## src/rtl/lifo_stack.sv

```systemverilog
// lifo_stack -- parametrised LIFO stack with occupancy, top-of-stack peek,
// same-cycle push+pop replace and sticky overflow/underflow flags.
//
// Ports:
//   clk, rst      rising-edge clock; synchronous active-high reset
//   push_enable   push request this cycle, word on push_data
//   pop_enable    pop request this cycle
//   pop_data      registered popped word, holds until the next successful pop
//   pop_valid     registered, high the cycle after a successful pop
//   top_data      combinational view of the top entry, 0 when empty
//   count         occupancy 0..DEPTH; empty/full decoded from it
//   overflow      sticky: a push was rejected (push only, stack full)
//   underflow     sticky: a pop was rejected (pop only, stack empty)
//   clear_err     clears both sticky flags; a same-cycle rejection still sets
//
// Handshake: there is no back-pressure. A request is taken on the rising edge
// where its enable is high. Whether it succeeds is decided from count before
// that edge. A rejected request only raises its sticky flag. pop_valid marks
// the one cycle in which pop_data carries a freshly popped word.
module lifo_stack #(
  parameter int WIDTH = 8,
  parameter int DEPTH = 16
) (
  input  logic                       clk,
  input  logic                       rst,
  input  logic                       push_enable,
  input  logic [WIDTH-1:0]           push_data,
  input  logic                       pop_enable,
  output logic [WIDTH-1:0]           pop_data,
  output logic                       pop_valid,
  output logic [WIDTH-1:0]           top_data,
  output logic [$clog2(DEPTH):0]     count,
  output logic                       empty,
  output logic                       full,
  output logic                       overflow,
  output logic                       underflow,
  input  logic                       clear_err
);

  localparam int AW = $clog2(DEPTH);
  localparam logic [AW:0]   SP_ONE  = (AW+1)'(1);
  localparam logic [AW:0]   SP_FULL = (AW+1)'(DEPTH);
  localparam logic [AW-1:0] IDX_ONE = AW'(1);

  logic [WIDTH-1:0] mem [DEPTH];
  logic [AW:0]      sp;
  logic [AW-1:0]    top_idx;
  logic [AW-1:0]    push_idx;

  logic do_push;     // push only, room available
  logic do_pop;      // pop only, something to pop
  logic do_replace;  // push+pop on a non-empty stack
  logic do_pass;     // push+pop on an empty stack: word goes straight through
  logic ovf_evt;
  logic unf_evt;

  assign count = sp;
  assign empty = (sp == '0);
  assign full  = (sp == SP_FULL);

  // With sp == DEPTH the low AW bits are 0, so the subtraction wraps to
  // DEPTH-1, which is the correct top index. The index is only used when
  // the stack is not empty.
  assign top_idx  = sp[AW-1:0] - IDX_ONE;
  assign push_idx = sp[AW-1:0];

  assign top_data = empty ? '0 : mem[top_idx];

  always_comb begin
    do_push    = 1'b0;
    do_pop     = 1'b0;
    do_replace = 1'b0;
    do_pass    = 1'b0;
    ovf_evt    = 1'b0;
    unf_evt    = 1'b0;
    if (push_enable && pop_enable) begin
      do_replace = !empty;
      do_pass    = empty;
    end else if (push_enable) begin
      do_push = !full;
      ovf_evt = full;
    end else if (pop_enable) begin
      do_pop  = !empty;
      unf_evt = empty;
    end
  end

  // Storage has no reset. Writes are blocked during reset so that rst wins
  // over a same-cycle push.
  always_ff @(posedge clk) begin
    if (!rst) begin
      if (do_push) begin
        mem[push_idx] <= push_data;
      end else if (do_replace) begin
        mem[top_idx] <= push_data;
      end
    end
  end

  always_ff @(posedge clk) begin
    if (rst) begin
      sp        <= '0;
      pop_data  <= '0;
      pop_valid <= 1'b0;
      overflow  <= 1'b0;
      underflow <= 1'b0;
    end else begin
      pop_valid <= do_pop || do_replace || do_pass;
      if (do_pop || do_replace) begin
        pop_data <= mem[top_idx];
      end else if (do_pass) begin
        pop_data <= push_data;
      end
      if (do_push) begin
        sp <= sp + SP_ONE;
      end else if (do_pop) begin
        sp <= sp - SP_ONE;
      end
      // A new rejection beats clear_err. The flag that was not hit is cleared.
      overflow  <= ovf_evt || (overflow  && !clear_err);
      underflow <= unf_evt || (underflow && !clear_err);
    end
  end

endmodule

```

## config.mk

```make
export PLATFORM = sky130hd
export DESIGN_NAME = lifo_stack
export DESIGN_NICKNAME = d
export VERILOG_FILES = /design/src/rtl/lifo_stack.sv
export SDC_FILE = /design/constraint.sdc
export NUM_CORES = 1
export LEC_CHECK = 0
export CORE_MARGIN = 4
export CORE_UTILIZATION = 60
export DETAILED_ROUTE_END_ITERATION = 16
export PLACE_DENSITY = 0.86
export RECOVER_POWER = 25
export SYNTH_ARGS = -nofsm -noshare
export SYNTH_HDL_FRONTEND = slang
export SYNTH_SLANG_ARGS = --single-unit
```

## constraint.sdc

```tcl
create_clock -name clk -period 6.1 [get_ports clk]
set_clock_uncertainty 0.05 [all_clocks]
set_input_delay 0.915 -clock clk [delete_from_list [all_inputs] [get_ports clk]]
set_output_delay 0.915 -clock clk [all_outputs]
set_load 0.05 [all_outputs]
```

==> run summary, run 1 <==
maximum root-to-sink buffer count: 2
status: finished, final reports clean
global route overflow: 0
met1 usage: 34.9%
number of I/O port buffers: 38
Worst Setup Path Type: flop to output port
Syn Nets: 377
area growth from synthesis to layout: 17.8%
crit-path max FO: 28
CTS buffer count: 17
level count of the clock H-tree: 4
n_diodes: 0
register area share after synthesis: 68.3%
Sink Count: 144
Die Wd: 109 microns
Clk pin slew, worst setup/hold paths: 0.06 ns
worst-margin pin slew: 1.30 ns
Critical Path Start Type: flop
Ys Warns: 0
Clock Latency Late Sink: 0.53 ns
CP endpoint kind: output port
Core Area: 9820 sq um
Final ANT Viol Nets: 0
Final GP Congestion: 0.879
Seq pwr share: 31.7%
Psw: 0.00149 W
Critical Path AT: 4.38 ns
WP buf/inv: 3
Initial Utilization: 62.1%
Post-CTS Setup Inserts: 0
Clock power frac: 26.3%
GRT busiest layer: met2
sequence of cells on the critical path: inv_1, ha_1, buf_4, mux4_2, mux2i_1, a211oi_1, clkdlybuf4s50_1
Util after Layout: 73.2%
top post-synthesis cells by area: edfxtp_1, mux4_2, dfxtp_1
Peak supply drop: 0.371 mV
Comb pwr share: 42.0%
global-route wire length before repair: 21800 microns
Setup-failing EPs final: 0
CP peak stage delay: 1.20 ns
Critical Path RT: 5.13 ns
routing usage on met2: 42.0%
Die Y: 109 microns
initial DRC count: 432
worst setup margin: 0.760 ns
ys flop type: edfxtp_1
switching share of power: 39.5%
Slew headroom: 13.5%
vias: 3657
Synth Cell Area: 6100 sq um
vias in the first global route: 3665
Initial DRT Pass Iterations: 5
Tmin final: 5.34 ns
slowest stage cell, crit path: ha_1
Max Fclk: 187 MHz
std cell rows: 36
Final Max Slew Viols: 0
post-place setup slack: 1.40 ns
Int Power: 0.00228 W
WL final: 14200 microns
CTS resizes: 0
total power: 0.00376 W
async set or reset register ratio after synthesis: 0%
Synth area leader: edfxtp_1
Leakage: 2.35 nW
Post-synth EDFFs: 128
nets: 421
met3 Use GR: 5.92%
hold buffer count at CTS: 0
layout cell share with drive strength beyond 1: 22.9%
GRT Overall Usage: 26.1%
RSZ-0062 raised after global routing: false
Final Cycle Share: 87.5%
I/O pins: 39
Mapped Cells: 357
CP delay by family, top: buffers and inverters
Pwr Density: 524 nW/um^2
Synth Register Bits: 144
Max-cap violations: 0
most common cell in the netlist: edfxtp_1
Netlist cell types: 47
Worst Hold Class: flop to flop
TritonCTS clock tree: built
Final Hold Vio Count: 0
initial antenna violation count: 0
largest net degree at the start of global routing: 42
Wirelength per Cell: 26.0 microns
die area: 11800 sq um
Vias/cell: 6.69
top post-synthesis cells by count: edfxtp_1, mux4_2, nor2_1, nand2_1, dfxtp_1
drt drc: 0
post-synth top area share: 63.0%
syn avg cell area: 17.1 sq um
clock root buffer master: clkbuf_8
final std cells w/o fill: 547
placed wire-length estimate: 8750 microns
setup TNS: 0 ns
placed insts: 515
## metal layers
metal	routed length [microns]	part of all wire, %	up-vias
li1	-	-	1525
met1	5270	37	1834
met2	7030	49	253
met3	1460	10	45
met4	453	3.2	0
met5	0	0	-
## final timing paths
path	from	end	slack, ns	cells after the start
min	overflow	overflow	0.45	2
min reg2reg	overflow	overflow	0.45	2
max	count[1]	top_data[0]	0.76	7
max reg2reg	count[1]	mem[13][5]	2.42	5
## flip-flops by register name, indices dropped and copies added, names as in the netlist
signal	flops
mem	128
pop_data	8
count	5
overflow	1
pop_valid	1
underflow	1
## cells by family (layout without fill, tap and decap cells)
| logic type | Yosys count | after routing | synth area share (%) |
|---|---|---|---|
| and+or+nand+nor | 80 | 80 | 6.67 |
| adders and majority gates | 7 | 7 | 1.56 |
| buffers and inverters | 29 | 86 | 2.28 |
| muxes | 51 | 51 | 15.3 |
| AOI/OAI and AO/OA | 38 | 38 | 4.80 |
| DFF | 144 | 144 | 68.3 |
| xor gates and xnor gates | 8 | 8 | 1.15 |
## power by group through the flow
| stage | sequential [W] | combinational, W | clock [W] |
|---|---|---|---|
| after floorplan | 0.00128 | 0.00103 | 0 |
| after global placement | 0.00121 | 0.00151 | 0 |
| after detailed placement | 0.00121 | 0.00155 | 0 |
| after CTS | 0.00119 | 0.00157 | 0.000996 |
| after global routing | 0.00120 | 0.00166 | 0.00104 |
| final | 0.00119 | 0.00158 | 0.000991 |
## metrics by stage
step           hold WS [ns]  cell area (sq um)
4_1_cts               0.455               7180
6_report              0.452               7180
3_3_place_gp          0.423               6630
5_1_grt               0.488               7180
2_1_floorplan         0.685               6100
3_5_place_dp          0.438               6630
## layout make-up
class / count / area, sq um
multi-input cells: 184 / 1820
flip-flops and latches: 144 / 4170
well taps: 133 / 166
clock buffers: 17 / 414
repair buffers: 45 / 433
fillers: 565 / 2640
inverters: 9 / 36.3
clock inverters: 15 / 145
## worst reg2reg max path, delay by kind of cell, from the launching register on
kind                     cells  cell delay (ns)
AND/OR/NAND/NOR              2             1.21
adder cells (fa/ha/maj)      1             1.20
flip-flops                   1             0.54
buffers and inverters        1             0.19
AO/OA/AOI/OAI                1             0.11
## layout by cell type (no fill, tap or decap), types with 2 or more instances in the layout
cell type        instances
nand2b_1                 2
edfxtp_1               128
nand3_1                  3
a21oi_1                  3
nand2_1                 18
inv_1                    8
inv_8                    2
o221ai_1                 8
dfxtp_1                 15
clkinvlp_4               3
a31oi_1                  3
inv_6                    7
mux4_2                  33
nand4b_1                 2
mux2_2                   8
clkbuf_16               16
a22oi_1                  9
ha_1                     6
a211oi_1                 9
clkdlybuf4s50_1         32
nor3_1                   4
xnor2_1                  6
and3_1                   2
nor2_1                  33
nor4_2                   3
mux2i_1                 10
dlygate4sd3_1            6
buf_4                    7
(Power assumes the default switching activity.)
==> inputs of run 2 (changes only) <==
--- a/config.mk
+++ b/config.mk
@@ -6,5 +6,4 @@
 export NUM_CORES = 1
 export LEC_CHECK = 0
-export CORE_MARGIN = 4
 export CORE_UTILIZATION = 60
 export DETAILED_ROUTE_END_ITERATION = 16
==> constraint.sdc (replaced) <==
create_clock -name clk -period 6.1 [get_ports clk]
set_clock_uncertainty 0.05 [all_clocks]
set_input_delay 1.83 -clock clk [delete_from_list [all_inputs] [get_ports clk]]
set_output_delay 1.83 -clock clk [all_outputs]
set_load 0.05 [all_outputs]
==> run 2 against run 1 <==
Wire length is 3.4% lower. Non-clock buffer count is 2 higher. Sequential power hardly changed. Utilization is 0.41 points higher. Total power is 0.80% higher. Register-to-register slack better by 0.37 ns. Sequential cell count stayed put. Hold slack worse by 0.0017 ns. Final area is 0.56% higher. Sequential share of layout area is 0.32 points lower. Largest power group unchanged.
==> run summary, run 2 (synthesis results as in run 1) <==
status: finished, final reports clean
crit-path max FO: 22
area growth from synthesis to layout: 18.4%
setup TNS: 0 ns
CTS buffer count: 17
level count of the clock H-tree: 4
Initial DRT Pass Iterations: 6
Post-CTS Setup Inserts: 0
CTS resizes: 0
global route overflow: 0
commonest non-fill, non-tap cell in the layout: edfxtp_1
nets: 423
TritonCTS clock tree: built
Critical Path RT: 4.22 ns
Die Wd: 103 microns
initial antenna violation count: 0
maximum root-to-sink buffer count: 2
Sink Count: 144
Clk pin slew, worst setup/hold paths: 0.06 ns
Critical Path Start Type: flop
std cell rows: 36
Final ANT Viol Nets: 0
Largest register FFs: 128
Worst Setup Path Type: flop to output port
Final Hold Vio Count: 0
die area: 10600 sq um
Wirelength per Cell: 25.0 microns
vias: 3589
Tmin final: 5.46 ns
RSZ-0062 raised after global routing: false
hold buffer count at CTS: 0
CP peak stage delay: 0.87 ns
Setup-failing EPs final: 0
Max-cap violations: 0
number of I/O port buffers: 38
layout cell share with drive strength beyond 1: 23.1%
Slew headroom: 29.3%
vias in the first global route: 3548
Peak supply drop: 0.443 mV
placed wire-length estimate: 8480 microns
slowest stage cell, crit path: clkdlybuf4s50_1
global-route wire length before repair: 20400 microns
sequence of cells on the critical path: inv_1, ha_1, buf_4, mux4_2, mux2_2, nor2_1, a211oi_1, clkdlybuf4s50_1
Final Cycle Share: 89.4%
final std cells w/o fill: 549
Critical Path AT: 3.58 ns
drt drc: 0
initial DRC count: 324
Die Y: 103 microns
WL final: 13700 microns
largest net degree at the start of global routing: 42
GRT Overall Usage: 28.3%
Pwr Density: 525 nW/um^2
n_diodes: 0
Core Area: 9820 sq um
Vias/cell: 6.54
worst-margin pin slew: 1.05 ns
Leakage: 2.37 nW
placed insts: 517
Worst Hold Class: flop to flop
Max Fclk: 183 MHz
Final GP Congestion: 0.853
Initial Utilization: 62.1%
Top reg by flops: mem
most frequent cells in the layout: edfxtp_1, mux4_2, nor2_1
CP endpoint kind: output port
I/O pins: 39
Clock Latency Late Sink: 0.52 ns
Final Max Slew Viols: 0
clock root buffer master: clkbuf_8
Hold WS: 0.450 ns
## run 2: layout make-up
cell class / count / area, sq um
clock buffers: 17 / 414
clock inverters: 15 / 174
fillers: 591 / 2590
inverters: 9 / 36.3
multi-input cells: 184 / 1820
flip-flops and latches: 144 / 4170
well taps: 133 / 166
repair buffers: 47 / 444
## run 2: worst max-delay path, delay by kind of cell (launching register included)
kind | cells | cell delay, ns
buf+inv | 3 | 1.36
flops | 1 | 0.51
simple gates | 1 | 0.05
compound gates | 1 | 0.28
mux | 2 | 0.50
fa+ha+maj | 1 | 0.33
## run 2: power by group
group          switching [W]  internal [W]
Clock               0.000423      0.000595
Combinational        0.00100      0.000578
Sequential         0.0000476       0.00114
## run 2: worst paths after layout
| kind | from | to | slack, ns | cells past startpoint |
|---|---|---|---|---|
| worst max register to register | count[1] | mem[2][4] | 2.79 | 8 |
| worst max-delay path | count[1] | top_data[4] | 0.64 | 8 |
| worst min-delay path | overflow | overflow | 0.45 | 2 |
| worst min register to register | overflow | overflow | 0.45 | 2 |
## run 2: routing by layer
metal | routed length, microns | up-vias | global-route usage [%]
met2 | 6780 | 223 | 45.4
li1 | - | 1521 | -
met1 | 5280 | 1800 | 37.2
met4 | 516 | 0 | 13.4
met3 | 1170 | 45 | 6.58
met5 | 0 | - | 0
## run 2: metrics by stage
stage	power, W	cell area, sq um	util [%]	setup WS (ns)
after floorplan	0.00231	6100	-	0.224
after global placement	0.00272	6640	67.6	1.31
after detailed placement	0.00275	6640	67.6	1.25
after CTS	0.00378	7230	73.6	0.679
after global routing	0.00392	7220	73.6	0.557
final	0.00379	7220	73.6	0.644
==> inputs of run 3 (changes only) <==
--- a/config.mk
+++ b/config.mk
@@ -6,7 +6,8 @@
 export NUM_CORES = 1
 export LEC_CHECK = 0
+export ABC_AREA = 1
 export CORE_UTILIZATION = 60
 export DETAILED_ROUTE_END_ITERATION = 16
-export PLACE_DENSITY = 0.86
+export PLACE_DENSITY = 0.85
 export RECOVER_POWER = 25
 export SYNTH_ARGS = -nofsm -noshare
--- a/constraint.sdc
+++ b/constraint.sdc
@@ -3,3 +3,3 @@
 set_input_delay 1.83 -clock clk [delete_from_list [all_inputs] [get_ports clk]]
 set_output_delay 1.83 -clock clk [all_outputs]
-set_load 0.05 [all_outputs]
+set_load 0.1 [all_outputs]
==> run 3 against run 2 <==
Final cell count grew 61%. Largest power group unchanged. Die area grew 7.7%. Via count grew 39%. Setup slack gained 0.24 ns. Critical path type unchanged. Register-to-register slack lost 0.24 ns.
==> run summary, run 3 <==
Max-cap violations: 0
Slew headroom: 19.7%
Worst Hold Class: flop to flop
global route overflow: 0
Leakage: 3.32 nW
Critical Path AT: 3.34 ns
Psw: 0.00158 W
drt drc: 0
final std cells w/o fill: 883
most common cell in the netlist: nand2_1
Synth area leader: edfxtp_1
area growth from synthesis to layout: 16.6%
Critical Path Start Type: flop
register area share after synthesis: 63.3%
Final Cycle Share: 85.5%
most frequent cells in the layout: nand2_1, edfxtp_1, inv_1
GRT Overall Usage: 29.6%
Int Power: 0.00213 W
n_diodes: 0
ys flop type: edfxtp_1
Vias/cell: 5.63
top post-synthesis cells by count: nand2_1, edfxtp_1, inv_1, nand3_1, a21oi_1
Mapped Cells: 700
layout cell share with drive strength beyond 1: 7.10%
worst-margin pin slew: 1.20 ns
Setup-failing EPs final: 0
Hold WS: 0.416 ns
total power: 0.00372 W
Seq pwr share: 31.0%
largest net degree at the start of global routing: 70
Clock power frac: 26.2%
status: finished, final reports clean
Synth Cell Area: 6580 sq um
RSZ-0062 raised after global routing: false
Initial DRT Pass Iterations: 7
worst setup margin: 0.882 ns
CP endpoint kind: output port
vias: 4972
Tmin final: 5.22 ns
reg-to-reg slack, setup: 2.55 ns
number of I/O port buffers: 38
maximum root-to-sink buffer count: 2
Netlist cell types: 24
die area: 11400 sq um
async set or reset register ratio after synthesis: 0%
final instance area: 7670 sq um
Die Y: 107 microns
crit-path max FO: 34
Placement Cell Area: 7110 sq um
top post-synthesis cells by area: edfxtp_1, nand2_1, nand3_1
initial DRC count: 586
Final ANT Viol Nets: 0
Critical Path RT: 4.22 ns
Clock Latency Late Sink: 0.53 ns
Core Area: 10500 sq um
initial antenna violation count: 0
TritonCTS clock tree: built
Sink Count: 144
placed insts: 852
Final Hold Vio Count: 0
commonest non-fill, non-tap cell in the layout: nand2_1
nets: 755
Peak supply drop: 0.366 mV
Initial Utilization: 62.9%
WL final: 15400 microns
Ys Warns: 0
Post-synth EDFFs: 128
Pwr Density: 485 nW/um^2
Post-CTS Setup Inserts: 0
clock root buffer master: clkbuf_8
post-synth top area share: 58.4%
placed wire-length estimate: 10100 microns
level count of the clock H-tree: 4
Wirelength per Cell: 17.4 microns
Final GP Congestion: 0.968
Final Max Slew Viols: 0
post-place setup slack: 1.52 ns
CTS buffer count: 17
Max Fclk: 192 MHz
Top reg by flops: mem
Syn Nets: 720
CTS resizes: 0
Comb pwr share: 42.8%
Worst Setup Path Type: flop to output port
Synth Register Bits: 144
Die Wd: 107 microns
switching share of power: 42.6%
std cell rows: 37
vias in the first global route: 4835
hold buffer count at CTS: 0
global-route wire length before repair: 24600 microns
syn avg cell area: 9.40 sq um
Largest register FFs: 128
I/O pins: 39
Clk pin slew, worst setup/hold paths: 0.06 ns
run 3: cell types whose count changed after synthesis, moves of 6 or more:
| cell | previous run | this run |
|---|---|---|
| a211oi_1 | 9 | 0 |
| a21oi_1 | 3 | 25 |
| a22oi_1 | 9 | 0 |
| buf_2 | 4 | 11 |
| inv_1 | 8 | 123 |
| mux2_2 | 8 | 0 |
| mux2i_1 | 10 | 0 |
| mux4_2 | 33 | 0 |
| nand2_1 | 18 | 224 |
| nand3_1 | 3 | 108 |
| nor2_1 | 33 | 22 |
| o21ai_0 | 0 | 6 |
| o221ai_1 | 8 | 0 |
run 3: area by class of cell:
cell class	count	area (sq um)
flip-flops and latches	144	4170
multi-input cells	404	1820
clock inverters	14	143
repair buffers	41	480
inverters	127	477
well taps	136	170
fillers	706	2790
clock buffers	17	414
run 3: worst max-delay path, stage by stage, from the launching register on:
cell	delay, ns
dfxtp_1	0.39
inv_1	0.13
ha_1	0.29
buf_4	0.25
inv_1	0.73
nand2_1	0.17
nand3_1	0.18
nand3_1	0.12
a21oi_1	0.31
buf_12	0.22
run 3: per-layer routing:
layer,GRT usage [%],wire (microns)
met5,0,0
met4,13.4,593
met3,5.47,1490
met2,48.2,7440
met1,38.9,5860
run 3: worst paths after layout:
path	start	end	cells after the start
max	count[1]	top_data[7]	9
min	underflow	underflow	2
max reg2reg	count[0]	mem[14][7]	8
min reg2reg	underflow	underflow	2
run 3: logic make-up after synthesis:
group           Yosys count  synth area share, %
xor+xnor                  5                0.780
compound gates           34                 2.70
flops                   144                 63.3
simple gates            358                 22.7
buf+inv                 152                 9.05
fa+ha+maj                 7                 1.45
run 3: through the flow:
stage                     setup TNS (ns)  utilization [%]
after floorplan                    -2.38                -
after global placement                 0             68.0
after detailed placement               0             68.0
after CTS                              0             73.3
after global routing                   0             73.3
final                                  0             73.3
run 3: power by group through the flow:
| stage | sequential [W] | combinational [W] | clock, W |
|---|---|---|---|
| after floorplan | 0.00137 | 0.000907 | 0 |
| after global placement | 0.00117 | 0.00155 | 0 |
| after detailed placement | 0.00117 | 0.00156 | 0 |
| after CTS | 0.00115 | 0.00157 | 0.000972 |
| after global routing | 0.00116 | 0.00168 | 0.00101 |
| final | 0.00115 | 0.00159 | 0.000972 |
